File: src/rtl/pat_pkg.sv
// Shared definitions for the paddle (pat) blocks: sequencer state codes and
// width helpers reused by the location and display logic.
package pat_pkg;

  localparam int NUM_PAT_DEF = 2;

  typedef enum logic [2:0] {
    ST_WAIT   = 3'd0,
    ST_INIT   = 3'd1,
    ST_TICK   = 3'd2,
    ST_FETCH  = 3'd3,
    ST_UPDATE = 3'd4
  } pat_state_e;

  // Bits needed to hold 0..n-1, never less than one.
  function automatic int idx_w(input int n);
    return (n <= 1) ? 1 : $clog2(n);
  endfunction

endpackage

File: src/rtl/pat_multi_fsm_if.sv
// Sensor-fetch handshake between the paddle sequencer and the sensor front end.
interface pat_multi_fsm_if #(
  parameter int IDX_W = 1
);

  logic             fetch_req;
  logic             fetch_ack;
  logic [IDX_W-1:0] chan_idx;

  modport master (output fetch_req, output chan_idx, input fetch_ack);
  modport slave  (input fetch_req, input chan_idx, output fetch_ack);

endinterface

File: src/rtl/pat_cycle_cnt.sv
// Free-running cycle counter with clear, enable and terminal-count flag.
module pat_cycle_cnt #(
  parameter int WIDTH    = 8,
  parameter int TERMINAL = 255
) (
  input  logic clk,
  input  logic rst_n,
  input  logic clr,
  input  logic en,
  output logic tc
);

  logic [WIDTH-1:0] count_reg;
  logic [WIDTH-1:0] count_next;

  // Clear dominates enable so a terminal hit can restart in the same cycle.
  always_comb begin
    count_next = count_reg;
    if (clr) begin
      count_next = '0;
    end else if (en) begin
      count_next = count_reg + WIDTH'(1);
    end
  end

  always_ff @(posedge clk) begin
    if (!rst_n) begin
      count_reg <= '0;
    end else begin
      count_reg <= count_next;
    end
  end

  assign tc = (count_reg == WIDTH'(TERMINAL));

endmodule

File: src/rtl/pat_multi_fsm.sv
// Multi-paddle sequencer: frame divider, round-robin sensor fetch with timeout,
// per-channel update strobes and sticky timeout flags.
module pat_multi_fsm
  import pat_pkg::*;
#(
  parameter int NUM_PAT  = NUM_PAT_DEF,
  parameter int IDX_W    = idx_w(NUM_PAT),
  parameter int TICK_DIV = 50000,
  parameter int TIMEOUT  = 255
) (
  input  logic                 clk,
  input  logic                 rst_n,
  input  logic                 start,
  input  logic                 brk,
  input  logic                 pause,
  pat_multi_fsm_if.master      fetch_if,
  output logic [NUM_PAT-1:0]   init_pat,
  output logic [NUM_PAT-1:0]   update_pat,
  output logic                 halt,
  output logic [NUM_PAT-1:0]   err_timeout
);

  localparam int FRAME_W = idx_w(TICK_DIV);
  localparam int TMO_W   = idx_w(TIMEOUT);

  pat_state_e         state_reg, state_next;
  logic               ok_reg, ok_next;
  logic [IDX_W-1:0]   chan_reg, chan_next;
  logic [NUM_PAT-1:0] err_reg, err_next;

  logic frame_clr, frame_en, frame_tc;
  logic tmo_clr, tmo_en, tmo_tc;

  // Frame counter only lives in TICK; it restarts on its own terminal hit.
  assign frame_en  = (state_reg == ST_TICK) && !pause;
  assign frame_clr = (state_reg != ST_TICK) || (frame_en && frame_tc);
  assign tmo_en    = (state_reg == ST_FETCH);
  assign tmo_clr   = (state_reg != ST_FETCH);

  pat_cycle_cnt #(
    .WIDTH    (FRAME_W),
    .TERMINAL (TICK_DIV - 1)
  ) u_frame_cnt (
    .clk   (clk),
    .rst_n (rst_n),
    .clr   (frame_clr),
    .en    (frame_en),
    .tc    (frame_tc)
  );

  pat_cycle_cnt #(
    .WIDTH    (TMO_W),
    .TERMINAL (TIMEOUT - 1)
  ) u_tmo_cnt (
    .clk   (clk),
    .rst_n (rst_n),
    .clr   (tmo_clr),
    .en    (tmo_en),
    .tc    (tmo_tc)
  );

  always_ff @(posedge clk) begin
    if (!rst_n) begin
      state_reg <= ST_WAIT;
      ok_reg    <= 1'b0;
      chan_reg  <= '0;
      err_reg   <= '0;
    end else begin
      state_reg <= state_next;
      ok_reg    <= ok_next;
      chan_reg  <= chan_next;
      err_reg   <= err_next;
    end
  end

  always_comb begin
    state_next = state_reg;
    ok_next    = ok_reg;
    chan_next  = chan_reg;
    err_next   = err_reg;
    case (state_reg)
      ST_WAIT: begin
        if (start) state_next = ST_INIT;
      end
      ST_INIT: begin
        state_next = ST_TICK;
        chan_next  = '0;
        err_next   = '0;
      end
      ST_TICK: begin
        if (brk) begin
          state_next = ST_WAIT;
        end else if (frame_en && frame_tc) begin
          state_next = ST_FETCH;
        end
      end
      ST_FETCH: begin
        if (brk) begin
          state_next = ST_WAIT;
        end else if (fetch_if.fetch_ack) begin
          state_next = ST_UPDATE;
          ok_next    = 1'b1;
        end else if (tmo_tc) begin
          state_next         = ST_UPDATE;
          ok_next            = 1'b0;
          err_next[chan_reg] = 1'b1;
        end
      end
      ST_UPDATE: begin
        // The strobe for this channel is already on the outputs this cycle.
        if (brk) begin
          state_next = ST_WAIT;
        end else if (chan_reg != IDX_W'(NUM_PAT - 1)) begin
          state_next = ST_FETCH;
          chan_next  = chan_reg + IDX_W'(1);
        end else begin
          state_next = ST_TICK;
          chan_next  = '0;
        end
      end
      default: state_next = ST_WAIT;
    endcase
  end

  assign halt               = (state_reg == ST_WAIT);
  assign init_pat           = {NUM_PAT{state_reg == ST_INIT}};
  assign fetch_if.fetch_req = (state_reg == ST_FETCH);
  assign fetch_if.chan_idx  = chan_reg;
  assign err_timeout        = err_reg;

  for (genvar gi = 0; gi < NUM_PAT; gi++) begin : g_update
    assign update_pat[gi] = (state_reg == ST_UPDATE) && ok_reg &&
                            (chan_reg == IDX_W'(gi));
  end

endmodule
File: src/flat_wrapper.sv
// flat-port wrapper written by rule: the top's interface ports become plain ports
module pat_multi_fsm_flat import pat_pkg::*;
#(
  parameter int NUM_PAT  = NUM_PAT_DEF,
  parameter int IDX_W    = idx_w(NUM_PAT),
  parameter int TICK_DIV = 50000,
  parameter int TIMEOUT  = 255
)
  (clk, rst_n, start, brk, pause, init_pat, update_pat, halt, err_timeout, fetch_if_fetch_req, fetch_if_chan_idx, fetch_if_fetch_ack);
  pat_multi_fsm_if #(.IDX_W(IDX_W)) fetch_if_i ();
  input  logic clk;
  input  logic rst_n;
  input  logic start;
  input  logic brk;
  input  logic pause;
  output logic [NUM_PAT-1:0] init_pat;
  output logic [NUM_PAT-1:0] update_pat;
  output logic halt;
  output logic [NUM_PAT-1:0] err_timeout;
  output wire logic [$bits(fetch_if_i.fetch_req)-1:0] fetch_if_fetch_req;
  output wire logic [$bits(fetch_if_i.chan_idx)-1:0] fetch_if_chan_idx;
  input wire logic [$bits(fetch_if_i.fetch_ack)-1:0] fetch_if_fetch_ack;
  assign fetch_if_fetch_req = fetch_if_i.fetch_req;
  assign fetch_if_chan_idx = fetch_if_i.chan_idx;
  assign fetch_if_i.fetch_ack = fetch_if_fetch_ack;
  pat_multi_fsm #(.NUM_PAT(NUM_PAT), .IDX_W(IDX_W), .TICK_DIV(TICK_DIV), .TIMEOUT(TIMEOUT)) u_core (.clk(clk), .rst_n(rst_n), .start(start), .brk(brk), .pause(pause), .fetch_if(fetch_if_i), .init_pat(init_pat), .update_pat(update_pat), .halt(halt), .err_timeout(err_timeout));
endmodule
File: config.mk
export PLATFORM = sky130hd
export DESIGN_NAME = pat_multi_fsm_flat
export DESIGN_NICKNAME = d
export VERILOG_FILES = /design/src/rtl/pat_pkg.sv /design/src/rtl/pat_multi_fsm_if.sv /design/src/rtl/pat_cycle_cnt.sv /design/src/rtl/pat_multi_fsm.sv /design/src/flat_wrapper.sv
export SDC_FILE = /design/constraint.sdc
export NUM_CORES = 1
export LEC_CHECK = 0
export BUFFER_PORTS_ARGS = -buffer_cell sky130_fd_sc_hd__buf_2
export CAP_MARGIN = 20
export CORE_UTILIZATION = 45
export CTS_CLUSTER_DIAMETER = 60
export CTS_CLUSTER_SIZE = 40
export DETAILED_ROUTE_END_ITERATION = 6
export PLACE_DENSITY = 0.67
export SLEW_MARGIN = 10
export SYNTH_ARGS = -nofsm -noshare
export SYNTH_HDL_FRONTEND = slang
export SYNTH_SLANG_ARGS = --single-unit
File: constraint.sdc
create_clock -name clk -period 3.1 [get_ports clk]
set_clock_uncertainty 0.15 [all_clocks]
set_input_delay 0.62 -clock clk [delete_from_list [all_inputs] [get_ports clk]]
set_output_delay 0.62 -clock clk [all_outputs]
set_load 0.03 [all_outputs]
---- Word level (Yosys, flattened, before mapping) ----
Cells that the tools add are included.
operators by class
  $lt $le $gt $ge ......................... 2
  equal/unequal tests ..................... 15
  reduce and logical (&&, ||, !) cells .... 18
  add/subtract/negate cells ............... 3
  multiplexer cells ....................... 20
  bitwise logic cells ..................... 4
operators by type and width
  operator                                                               count
  3-bit two-way mux                                                      7
  16-bit by 1-bit adder with 16-bit output, second input constant        1
  16-bit equality test, second input constant                            1
  3-bit case mux with 5 select lines                                     1
  8-bit by 1-bit adder with 8-bit output, second input constant          1
  8-bit equality test, second input constant                             1
  2-bit != test, second input constant                                   4
  3-bit by 2-bit equality test with 1-bit output, second input constant  2
  1-bit logical AND                                                      6
  1-bit two-way mux                                                      6
  2-bit two-way mux                                                      3
  3-bit by 2-bit != test with 1-bit output, second input constant        2
  3-bit AND reduction                                                    2
  2-bit nonzero test                                                     3
  4-bit by 2-bit != test with 1-bit output, second input constant        1
  2-bit case mux with 2 select lines                                     1
  4-bit AND reduction                                                    1
  2-bit OR reduction                                                     2
  3-bit by 1-bit equality test with 1-bit output, second input constant  1
  3-bit equality test, second input constant                             1
  3-bit logical NOT                                                      1
  3-bit != test, second input constant                                   1
  1-bit NOT                                                              3
  1-bit by 2-bit < comparator with 1-bit output, second input constant   1
  other kinds (9)                                                        9
word-level totals
  register bits after elaboration ......... 31
  output and inout bits ................... 9

---- Depth between registers and ports, before layout ----
  word-level depth ........................ 9
  mapped depth ............................ 6

---- Cells and area by module ----
A second synthesis with hierarchy kept.
second synthesis, totals
  cell total of the unflattened synthesis .. 191
  area total of the unflattened synthesis .. 1655.3 um^2
modules (own cells, without submodules)
  module                              cells an instance  area each (um^2)  instances
  pat_cycle_cnt (u_core.u_frame_cnt)  92                 789.5             1
  pat_multi_fsm                       57                 500.5             1
  pat_cycle_cnt (u_core.u_tmo_cnt)    42                 365.4             1

---- Worst setup path after synthesis ----
OpenSTA, ideal clock, no wires.
  path kind ............................... register to output
  from .................................... reg u_core.state_reg[2]
  to ...................................... out update_pat[0]
  arrival time ............................ 1.638 ns
  slack ................................... 0.692 ns
  required time ........................... 2.330 ns
  cell stages (with the launch flop) ...... 4
  cell sequence ........................... dfxtp_1 > clkbuf_1 > nand2_1 > nor4_1
on the way
  word-level cells in the longest chain between the ends .. 3
RTL lines
  what                             RTL line              source
  start, declared                  pat_multi_fsm.sv:26   pat_state_e state_reg, state_next;
  start signal, assigned           pat_multi_fsm.sv:69   state_reg <= state_next;
  3-bit equality test              pat_multi_fsm.sv:132  assign update_pat[gi] = (state_reg == ST_UPDATE) && ok_reg &&
  1-bit logical AND (2 in series)  pat_multi_fsm.sv:132
  end, declared                    flat_wrapper.sv:17    output logic [NUM_PAT-1:0] update_pat;
Every way passes these cells.

---- Final worst setup path ----
  from .................................... reg u_core.state_reg[0]
  to ...................................... out fetch_if_fetch_req
on the way
  word-level cells in the longest chain between the ends .. 1
RTL lines
  what                                            RTL line              source
  3-bit by 2-bit equality test with 1-bit output  pat_multi_fsm.sv:127  assign fetch_if.fetch_req = (state_reg == ST_FETCH);
  end, declared                                   flat_wrapper.sv:20    output wire logic [$bits(fetch_if_i.fetch_req)-1:0] fetch_if_fetch_req;
Every way passes these cells.

==> metrics.txt <==
Multi-input gate area=905 µm²; layout cells sized above 1=17.5%; Layout area overhead=9.17%; EDFF count, synth=0; CP endpoint=fetch_if_fetch_req; vias in the first global route=1,227; root buf cell=clkbuf_4; drc violations=0; die area=3760 µm²; Die Wd=61.3 µm; FF/Latch Area=~620 µm²; core footprint=3360 µm²; RSZ-0062 raised after global routing=false; Mapped Cells=roughly 180; drt via density=5.54; worst-margin pin slew=0.713 ns; Final ANT Viol Nets=0; most frequent cells in the layout=dfxtp_1 (31), nor2_1 (15), buf_2 (14); worst path required time=2.33 ns; commonest non-fill, non-tap cell in the layout=dfxtp_1; Largest register FFs=16; Final TNS setup=0 ns; Hold Crit Class=reg2reg; R2R Setup Slk=slightly above 1 ns; Routed WL per cell=between 10 and 15 µm; routed via count=roughly 1,300; gr usage total=20.1%; CP Cell Sequence=nand2b_1 > nor2_1 > buf_2; syn_area_per_cell=just under 9 µm²; crit end category=primary output; Final Cell Area=1730 µm²; CTS max path bufs=2; endpoints failing hold=0; post-cts gate resize count=0; nets=203; syn_nets=187; yosys warns=0; pwr dens=425 nW/µm²; Max Clk Rate=between 400 and 500 MHz; # hold bufs at CTS=0; drt first pass iters=4; H-tree depth=2; number of synthesized register bits=31; HPWL Detailed=2220 µm; CP peak stage delay=0.65 ns; post-synthesis sequential area ratio=approximately two fifths; Num CTS Buffers=5; CTS tree=built; reg-to-reg startpoint=u_core.u_frame_cnt.count_reg[7]$_SDFFE_PP0P_; fraction of registers with async set/reset=0%; hold_sp=u_core.ok_reg$_SDFFE_PN0P_; Post-Syn Area=around 1600 µm²; Worst Path Class, Setup=reg2out; outcome=finished clean; crit path time final=2.37 ns; Reg clk slew, reported paths=around 0.090 ns; grt total ovfl=0; final setup vio count=0; Placed Area=1670 µm²; placer congestion estimate=0.863; antenna violations before repair=0; Leakage Power=~0.55 nW; die span in y=about 60 µm; IO buf count=14; clk sinks=31; first-pass GRT wire length=between 5000 and 6000 µm; num rows=21; drt total wl=3150 µm; Slew headroom=about half; max-slew violations=0; Worst R2R Path Depth=4; post-synth cell types=40; pin count of the biggest net entering global routing=18; ant diodes=0; r2r endpoint=u_core.u_frame_cnt.count_reg[3]$_SDFFE_PP0P_; Worst-Skew Late Latency=0.32 ns; max-cap violation count=0; worst setup path start=u_core.state_reg[0]$_SDFFE_PN0P_; First DRT Iteration DRCs=36; Top FF cell, synth=dfxtp_1; slowest stage cell, crit path=dfxtp_1; I/O Pins=15; Post-CTS Setup Bufs=0; Fill cells=roughly 330; Initial Utilization=47.1%; fin crit share=approximately three quarters; crit path launch type=flip-flop; CP Max Fanout=17; VDD IR max=roughly 220 µV; Arr. time, crit path=1.60 ns
-- worst min-delay path by stage --
| stage | endpoint | depth (start not counted) |
|---|---|---|
| 6_report | u_core.ok_reg$_SDFFE_PN0P_ | 2 |
| 5_1_grt | u_core.ok_reg$_SDFFE_PN0P_ | 2 |
| 4_1_cts | u_core.ok_reg$_SDFFE_PN0P_ | 2 |
| 3_5_place_dp | u_core.ok_reg$_SDFFE_PN0P_ | 2 |
| 3_3_place_gp | u_core.u_tmo_cnt.count_reg[0]$_SDFFE_PP0P_ | 1 |
| 2_1_floorplan | u_core.u_tmo_cnt.count_reg[0]$_SDFFE_PP0P_ | 1 |
-- cell families after synthesis --
kind of cell / share of synthesized area [%]
adders and majority gates: 2.37
AOI/OAI and AO/OA: 9.41
xor gates and xnor gates: 10.5
buffers and inverters: 3.64
and+or+nand+nor: 34.9
DFF: 39.2
-- stage by stage --
stage | hold WS (ns) | std cells | setup slack, ns | util [%] | power (mW)
after floorplan | 0.303 | 178 | 0.692 | - | 0.490
after global placement | 0.323 | 233 | 1.05 | 49.7 | 0.505
after detailed placement | 0.328 | 233 | 1.02 | 49.7 | 0.506
after CTS | 0.347 | 240 | 0.687 | 51.4 | 0.742
after global routing | 0.381 | 240 | 0.551 | 51.4 | 0.769
final | 0.356 | 240 | 0.726 | 51.4 | 0.734
-- worst max-delay path, delay by kind of cell (launching register included) --
family | cells | cell delay (ns)
buf+inv | 1 | 0.23
flops | 1 | 0.65
simple gates | 2 | 0.41
-- routing by layer --
layer	share of wire, %	GRT usage, %	vias up
met2	43	29.2	27
met3	3.7	5.88	6
met4	1.6	9.42	0
met5	0	0	-
met1	51	27.3	618
li1	-	-	678
-- where the power goes --
part,switching (mW),internal [mW]
Clock,0.132,0.105
Combinational,0.0486,0.0276
Sequential,0.0182,0.403
-- synth_stat cells (2+ instances only) --
| library cell | count | share of area (%) |
|---|---|---|
| a21boi_0 | 2 | 0.95 |
| a21oi_1 | 8 | 2.5 |
| and2_1 | 3 | 1.2 |
| and3_1 | 3 | 1.2 |
| and4_1 | 2 | 1.1 |
| clkbuf_1 | 3 | 0.71 |
| dfxtp_1 | 31 | 39 |
| ha_1 | 3 | 2.4 |
| inv_1 | 5 | 1.2 |
| nand2_1 | 10 | 2.4 |
| nand2b_1 | 2 | 0.79 |
| nand3_1 | 8 | 2.5 |
| nand4_1 | 7 | 2.8 |
| nand4b_1 | 3 | 1.7 |
| nand4bb_1 | 2 | 1.4 |
| nor2_1 | 15 | 3.6 |
| nor2_2 | 10 | 4.0 |
| nor3_1 | 7 | 2.2 |
| nor4_1 | 5 | 2.0 |
| o21ai_0 | 8 | 2.5 |
| or3_1 | 4 | 1.6 |
| or4b_1 | 2 | 1.3 |
| xnor2_1 | 9 | 5.0 |
| xor2_1 | 10 | 5.5 |
-- area by class of cell --
| type | instances | share of cell area (%) |
|---|---|---|
| clock buffers | 6 | 2.97 |
| clock inverters | 1 | 0.290 |
| inverters | 5 | 1.09 |
| multi-input cells | 137 | 52.4 |
| flip-flops and latches | 31 | 35.9 |
| well taps | 46 | 3.33 |
| repair buffers | 14 | 4.06 |
(Power assumes the default switching activity.)
